$ cat config.mk
export PLATFORM = sky130hd
export DESIGN_NAME = sqr_flat
export DESIGN_NICKNAME = d
export VERILOG_FILES = /design/src/rtl/sqr_if.sv /design/src/rtl/sqr.sv /design/src/flat_wrapper.sv
export SDC_FILE = /design/constraint.sdc
export NUM_CORES = 1
export LEC_CHECK = 0
export BUFFER_PORTS_ARGS = -buffer_cell sky130_fd_sc_hd__buf_2
export CORE_MARGIN = 2
export CORE_UTILIZATION = 50
export CTS_BUF_LIST = sky130_fd_sc_hd__clkbuf_16
export CTS_CLUSTER_SIZE = 14
export DETAILED_ROUTE_END_ITERATION = 16
export PLACE_DENSITY = 0.68
export SYNTH_ARGS = -nofsm -noshare
export SYNTH_HDL_FRONTEND = slang
export SYNTH_SLANG_ARGS = --single-unit
$ cat constraint.sdc
create_clock -name clk_i -period 2.4 [get_ports clk_i]
set_clock_uncertainty 0.2 [all_clocks]
set_input_delay 0.48 -clock clk_i [delete_from_list [all_inputs] [get_ports clk_i]]
set_output_delay 0.48 -clock clk_i [all_outputs]
set_load 0.02 [all_outputs]
$ cat src/rtl/sqr_if.sv
// Operand/result bundle for the sequential squarer: start/busy handshake
// plus operand in and squared result out.
interface sqr_if #(parameter int W = 5);
  logic [W-1:0]   a_bi;
  logic           start_i;
  logic           busy_o;
  logic [2*W-1:0] y_bo;

  modport master (output a_bi, start_i, input busy_o, y_bo);
  modport slave  (input a_bi, start_i, output busy_o, y_bo);
endinterface

$ cat src/rtl/sqr.sv
// Sequential shift-and-add squarer: y = a*a, one multiplier bit per two
// cycles (CALC latches the addend, COLLECT accumulates and shifts).
module sqr #(
  parameter int W = 5
) (
  input  logic  clk_i,
  input  logic  rst_i,
  sqr_if.slave  bus
);
  localparam int CW = $clog2(W + 1);

  typedef enum logic [1:0] {IDLE, WORK_CALC, WORK_COLLECT} state_t;

  state_t         state_q, state_d;
  logic [2*W-1:0] mcand_q, mcand_d;
  logic [W-1:0]   mplier_q, mplier_d;
  logic [2*W-1:0] acc_q, acc_d;
  logic [2*W-1:0] addend_q, addend_d;
  logic [CW-1:0]  ctr_q, ctr_d;
  logic [2*W-1:0] y_q, y_d;

  always_ff @(posedge clk_i or negedge rst_i) begin
    if (!rst_i) begin
      state_q  <= IDLE;
      mcand_q  <= '0;
      mplier_q <= '0;
      acc_q    <= '0;
      addend_q <= '0;
      ctr_q    <= '0;
      y_q      <= '0;
    end else begin
      state_q  <= state_d;
      mcand_q  <= mcand_d;
      mplier_q <= mplier_d;
      acc_q    <= acc_d;
      addend_q <= addend_d;
      ctr_q    <= ctr_d;
      y_q      <= y_d;
    end
  end

  always_comb begin
    state_d  = state_q;
    mcand_d  = mcand_q;
    mplier_d = mplier_q;
    acc_d    = acc_q;
    addend_d = addend_q;
    ctr_d    = ctr_q;
    y_d      = y_q;
    case (state_q)
      IDLE: begin
        if (bus.start_i) begin
          mcand_d  = {{W{1'b0}}, bus.a_bi};
          mplier_d = bus.a_bi;
          acc_d    = '0;
          ctr_d    = CW'(W);
          state_d  = WORK_CALC;
        end
      end
      WORK_CALC: begin
        // ctr==0 still costs one CALC cycle so latency is fixed at 2W+1
        if (ctr_q == '0) begin
          y_d     = acc_q;
          state_d = IDLE;
        end else begin
          addend_d = mplier_q[0] ? mcand_q : '0;
          state_d  = WORK_COLLECT;
        end
      end
      WORK_COLLECT: begin
        acc_d    = acc_q + addend_q;
        mcand_d  = mcand_q << 1;
        mplier_d = mplier_q >> 1;
        ctr_d    = ctr_q - CW'(1);
        state_d  = WORK_CALC;
      end
      default: state_d = IDLE;
    endcase
  end

  assign bus.busy_o = (state_q != IDLE);
  assign bus.y_bo   = y_q;
endmodule

$ cat src/flat_wrapper.sv
// flat-port wrapper written by rule: the top's interface ports become plain ports
module sqr_flat 
#(
  parameter int W = 5
)
  (clk_i, rst_i, bus_a_bi, bus_start_i, bus_busy_o, bus_y_bo);
  sqr_if #(.W(W)) bus_i ();
  input  logic clk_i;
  input  logic rst_i;
  input wire logic [$bits(bus_i.a_bi)-1:0] bus_a_bi;
  input wire logic [$bits(bus_i.start_i)-1:0] bus_start_i;
  output wire logic [$bits(bus_i.busy_o)-1:0] bus_busy_o;
  output wire logic [$bits(bus_i.y_bo)-1:0] bus_y_bo;
  assign bus_i.a_bi = bus_a_bi;
  assign bus_i.start_i = bus_start_i;
  assign bus_busy_o = bus_i.busy_o;
  assign bus_y_bo = bus_i.y_bo;
  sqr #(.W(W)) u_core (.clk_i(clk_i), .rst_i(rst_i), .bus(bus_i));
endmodule
==> metrics.md, run 1 <==
| Metric | Value |
|---|---|
| Status | `finished, final reports clean` |
| Clock transition at path regs | `around 0.070 ns` |
| Final Max Slew Viols | `0` |
| Worst Path Required | `approximately 2.4 ns` |
| FMAX | `around 0.46 GHz` |
| Register area share after synthesis | `0.521` |
| CP max-delay cell | `dfrtp_1` |
| Most common cell in the netlist | `dfrtp_1` |
| Yosys reg bits | `50` |
| RSZ-0062 raised after global routing | `false` |
| Clock insertion delay at the later pin of the skew report | `0.29 ns` |
| Synth cell types | `41` |
| Slew @ Worst Pin | `~0.47 ns` |
| Die height | `73.3 µm` |
| Post-route antenna net violation count | `0` |
| Hold Crit Class | `flip-flop to flip-flop` |
| Core Area | `0.00469 mm²` |
| Post-route clock period utilization | `0.901` |
| Number of synthesized flops with an enable pin | `0` |
| Endpoint type of the worst setup path | `flip-flop` |
| R2R depth | `9` |
| Pleak | `1.40 nW` |
| First-pass GRT wire length | `approximately 7700 µm` |
| Die Wd | `73.3 µm` |
| CP Capture Point | `u_core.acc_q[8]` |
| Post-DP HPWL | `3030 µm` |
| Pre-Repair DR Iteration Count | `4` |
| Leading register cell type out of synthesis | `dfrtp_1` |
| DRC viols | `0` |
| Delay-heaviest family, CP | `adder cells` |
| Total clock sinks | `50` |
| Yosys top cell by area | `dfrtp_1` |
| Fin crit period | `about 2.2 ns` |
| P&R area growth vs syn | `14.0%` |
| Total wire length | `~4300 µm` |
| Initial antenna violation count | `0` |
| Antenna Cells | `0` |
| Vias in the first global route | `between 1500 and 2000` |
| Post-CTS Setup Inserts | `0` |
| Die ar. | `0.00538 mm²` |
| Total power draw | `0.00311 W` |
| Ports | `19` |
| Critical path arrival | `roughly 2.1 ns` |
| Clock buffer depth | `2` |
| DR vias/cell | `5.47` |
| Root Buffer | `clkbuf_16` |
| Gate Count Post-Synth | `~230` |
| Max_cap viols | `0` |
| First DRT Iteration DRCs | `79` |
| Largest net degree at the start of global routing | `32` |
| Max IR drop VDD | `around 0.51 mV` |
| Setup crit start | `u_core.acc_q[0]` |
| Slew HR | `0.684` |
| Post-Syn Area per Cell | `10.4 µm²` |
| Layout Nets | `274` |
| Classification of the worst setup path | `flip-flop to flip-flop` |
| Critical R2R Capture | `u_core.acc_q[8]` |
| Cell Area, Synth | `0.00240 mm²` |
| Final setup viols | `0` |
| Worst-path fanout max | `3` |
| Synth cell count leaders | `50 x dfrtp_1, 40 x nand2_1, 16 x o21ai_1` |
| Mapped Nets | `about 250` |
| Final Hold Fails | `0` |
| Synth top area share | `0.521` |
| Avg WL per Cell | `roughly 14 µm` |
| CTS H-tree depth | `2` |
| Vias | `1690` |
| Overflow after GRT | `0` |
| Rows | `25` |
| Flop-to-flop setup slack | `~0.24 ns` |
| Area contributors post-synth | `dfrtp_1 52%, nand2_1 6.2%, ha_1 5.7%` |
| Pwr/cell area | `about 1100 mW/mm²` |
| CTS buffer count | `5` |
| CP bufs+invs | `1` |
| Asr flop ratio synth | `1.00` |
| RR Startpoint | `u_core.acc_q[0]` |
| Starting density of the core | `0.512` |
| Setup TNS Final | `0 ns` |
| Layout cells sized above 1 | `0.161` |
| Nature of the critical path startpoint | `flip-flop` |
| Max incr delay on CP | `0.39 ns` |
| Ys Warns | `0` |
| Routability cong. | `0.888` |
| Port Buffers | `18` |
| WP depth | `9` |
| CP cell instances | `ha_1, inv_1, fa_1, nand2b_1, a21oi_2, o211ai_1, nand2_1, xnor2_1, o21ai_1` |
| TritonCTS clock tree | `built` |
| Global-route usage over all layers | `0.189` |
-- area by class of cell --
cell class	count	area (µm²)
tap	54	67.6
timing repair buffer	25	170
clock inverter	3	26.3
fill	407	1950
clock buffer	5	125
sequential	50	1250
multi-input combinational	163	1070
inverter	9	33.8
-- layout by cell type (no fill, tap or decap), drive strengths merged, types with 6 or more instances in the layout --
cell / netlist / final
dfrtp: 50 / 50
nand2: 40 / 40
buf: 5 / 24
o21ai: 23 / 23
inv: 9 / 12
nand3: 11 / 11
ha: 11 / 11
mux2: 10 / 10
a21oi: 8 / 8
nand2b: 7 / 7
a22o: 7 / 7
a22oi: 6 / 6
-- where the power goes --
group	leakage (nW)	total [W]	switching (W)	internal, W
sequential	0.668	0.00131	0.000196	0.00112
clock	0.0752	0.000718	0.000320	0.000398
combinational	0.654	0.00108	0.000642	0.000443
total	1.40	0.00311	0.00116	0.00196
-- worst min-delay path by stage --
stage                                from                 to  slack (ns)  cells past startpoint
after detailed placement            rst_i    u_core.ctr_q[0]        0.27                      1
after CTS                     bus_a_bi[3]  u_core.mcand_q[3]        0.27                      3
after global placement              rst_i    u_core.ctr_q[0]        0.26                      1
final                     u_core.ctr_q[0]    u_core.ctr_q[0]        0.28                      1
after global routing      u_core.ctr_q[0]    u_core.ctr_q[0]        0.30                      1
after floorplan                     rst_i    u_core.acc_q[0]       -0.02                      0
-- kinds of logic after synthesis --
| kind of cell | Yosys count | share of synthesized area |
|---|---|---|
| buf+inv | 19 | 0.0375 |
| simple gates | 78 | 0.154 |
| fa+ha+maj | 12 | 0.0656 |
| flops | 50 | 0.521 |
| mux | 10 | 0.0469 |
| xor+xnor | 4 | 0.0146 |
| compound gates | 59 | 0.161 |
-- stage by stage --
stage	instance area [µm²]	std cells	util	worst slack [ns]	hold WS, ns
2_1_floorplan	2400	232	-	0.414	-0.0156
5_1_grt	2740	309	0.584	0.0588	0.295
6_report	2740	309	0.584	0.237	0.278
3_5_place_dp	2570	300	0.549	0.187	0.269
4_1_cts	2740	309	0.583	0.159	0.275
3_3_place_gp	2570	300	0.549	0.230	0.262
-- registers in the layout (all words and copies together), names as in the netlist --
signal,count
u_core.addend_q,10
u_core.acc_q,10
u_core.ctr_q,3
u_core.state_q,2
u_core.bus.y_bo,10
u_core.mplier_q,5
u_core.mcand_q,10
-- per-layer routing --
layer,vias to the layer above,share of wire,global-route usage
li1,857,-,-
met1,802,0.51,0.259
met2,22,0.44,0.290
met3,9,0.035,0.0453
met4,0,0.021,0.0768
met5,-,0,0
-- repair_timing --
item	in CTS	in global routing
hold endpoints to repair	19	0
gates resized for setup	0	1
endpoints found under the setup margin	0	1
hold buffers	1	0
Note: power is estimated with default switching activity, not from simulation.
==> run 2: changes to the inputs <==
GPL_ROUTABILITY_DRIVEN = 0   (was not set)
clock period = 2.7 ns   (was 2.4 ns; I/O delays follow)
==> run 2 against run 1 <==
  * Flip-flop and latch count did not move
  * Design area fell by 0.59%
  * Core utilization fell by 0.35 points
  * Via count fell by 0.95%
  * Total power fell by 7.8%
  * Largest power group unchanged
==> metrics.md, run 2 (same netlist as run 1, synthesis figures left out) <==
| Metric | Value |
|---|---|
| CTS buffer count | `5` |
| Clock transition at path regs | `roughly 0.060 ns` |
| Core Area | `between 0.004 and 0.005 mm²` |
| First DRT Iteration DRCs | `67` |
| Pleak | `around 1.4 nW` |
| Pint | `about 0.0019 W` |
| Slew @ Worst Pin | `just over 0.9 ns` |
| Clock buffer depth | `2` |
| Max_cap viols | `0` |
| Worst Path Required | `approximately 2.7 ns` |
| M1 WL | `approximately 2200 µm` |
| Layout Nets | `271` |
| Avg WL per Cell | `about 14 µm` |
| Endpoint type of the worst setup path | `flip-flop` |
| Top Metal Used | `met4` |
| Ports | `19` |
| Post_cts resized | `0` |
| Post-CTS Setup Inserts | `0` |
| Met2 WL | `1900 µm` |
| Sequential Power Share | `0.405` |
| Most frequent cells in the layout | `50 x dfrtp_1, 40 x nand2_1, 18 x buf_2, 16 x o21ai_1` |
| CTS H-tree depth | `2` |
| Post-DP HPWL | `2960 µm` |
| Clock power share | `0.274` |
| Total clock sinks | `50` |
| Fin crit period | `about 2.2 ns` |
| Pwr/cell area | `between 1000 and 1500 mW/mm²` |
| Starting density of the core | `0.512` |
| Vias | `1674` |
| Setup TNS Final | `0 ns` |
| Post-route antenna net violation count | `0` |
| Hold Slack | `around 0.13 ns` |
| Layout cells sized above 1 | `0.147` |
| Pre-Repair DR Iteration Count | `4` |
| Max IR drop VDD | `0.556 mV` |
| P&R area growth vs syn | `13.3%` |
| Final core utilization | `0.581` |
| Die height | `73.3 µm` |
| DR vias/cell | `around 5.5` |
| TritonCTS clock tree | `built` |
| FMAX | `0.448 GHz` |
| Post-route clock period utilization | `0.827` |
| DRC viols | `0` |
| Final Hold Fails | `0` |
| Worst-path fanout max | `3` |
| Die ar. | `0.00538 mm²` |
| Die Wd | `~73 µm` |
| Slew HR | `0.392` |
| Total wire length | `around 4300 µm` |
| Commonest non-fill, non-tap cell in the layout | `dfrtp_1` |
| Initial antenna violation count | `0` |
| First-pass GRT wire length | `between 7000 and 8000 µm` |
| Port Buffers | `18` |
| Root Buffer | `clkbuf_16` |
| Non-filler cells, final | `about 300` |
| Nature of the critical path startpoint | `flip-flop` |
| Classification of the worst setup path | `flip-flop to flip-flop` |
| RSZ-0062 raised after global routing | `false` |
| Setup crit start | `u_core.acc_q[0]` |
| Hold_buf cts | `0` |
| RR Startpoint | `u_core.acc_q[0]` |
| Met3 WL | `between 100 and 150 µm` |
| Filler cells | `around 430` |
| Antenna Cells | `0` |
| Vias in the first global route | `between 1500 and 2000` |
| Largest net degree at the start of global routing | `51` |
| Status | `finished, final reports clean` |
| Critical path arrival | `about 2.2 ns` |
| Clock insertion delay at the later pin of the skew report | `approximately 0.28 ns` |
| Comb pwr share | `0.321` |
| Dpl cells | `slightly below 300` |
| Switching Fraction | `0.347` |
| Final Max Slew Viols | `0` |
| Global-route usage over all layers | `0.188` |
| Rows | `25` |
| Overflow after GRT | `0` |
| Final setup viols | `0` |
| Hold Crit Class | `primary input to async pin` |
| Sw power | `approximately 0.001 W` |
[run 2: cell count changes in the layout (fill, tap and decap cells not counted), sizes merged]
cell,before,now
inv,12,9
buf,24,22
bufinv,0,2
dlygate4sd3,1,0
clkinv,0,1
[run 2: area by class of cell]
| type | instances | area [µm²] | area share |
|---|---|---|---|
| clock buffers | 5 | 125 | 0.0459 |
| clock inverters | 3 | 63.8 | 0.0234 |
| inverters | 9 | 33.8 | 0.0124 |
| multi-input cells | 163 | 1060 | 0.390 |
| flip-flops and latches | 50 | 1250 | 0.459 |
| well taps | 54 | 67.6 | 0.0248 |
| repair buffers | 22 | 120 | 0.0441 |
[run 2: power by group through the flow]
stage,clock (W),sequential (W),combinational (W)
after floorplan,0,0.00119,0.000664
after global placement,0,0.00117,0.000904
after detailed placement,0,0.00118,0.000923
after CTS,0.000803,0.00117,0.000932
after global routing,0.000835,0.00120,0.00105
final,0.000786,0.00116,0.000922
[run 2: worst paths after layout]
check	slack, ns	cells after the start	to
setup / recovery	0.47	9	u_core.acc_q[6]
hold / removal	0.13	2	u_core.bus.y_bo[0]
setup reg to reg	0.47	9	u_core.acc_q[6]
hold reg to reg	0.28	2	u_core.addend_q[3]
max in group asynchronous	1.72	2	u_core.addend_q[2]
min in group clk_i	0.28	2	u_core.addend_q[3]
[run 2: metal layers]
layer / vias up / track usage
met2: 23 / 0.298
met1: 797 / 0.252
li1: 848 / -
met4: 0 / 0.0646
met5: - / 0
met3: 6 / 0.0494
[run 2: per-stage QoR]
step           area [µm²]  worst slack (ns)  total power (W)
6_report             2720             0.468          0.00287
2_1_floorplan        2400             0.714          0.00186
3_3_place_gp         2530             0.601          0.00208
5_1_grt              2720             0.305          0.00309
3_5_place_dp         2530             0.512          0.00210
4_1_cts              2720             0.469          0.00290
[run 2: critical path, stage by stage, from the launching register on]
cell and delay [ns]:
dfrtp_1 0.39, ha_1 0.23, inv_1 0.07, fa_1 0.39, nand2b_1 0.19, a21oi_1 0.23
o21ai_0 0.13, nand2b_1 0.10, xnor2_1 0.11, o21ai_1 0.07
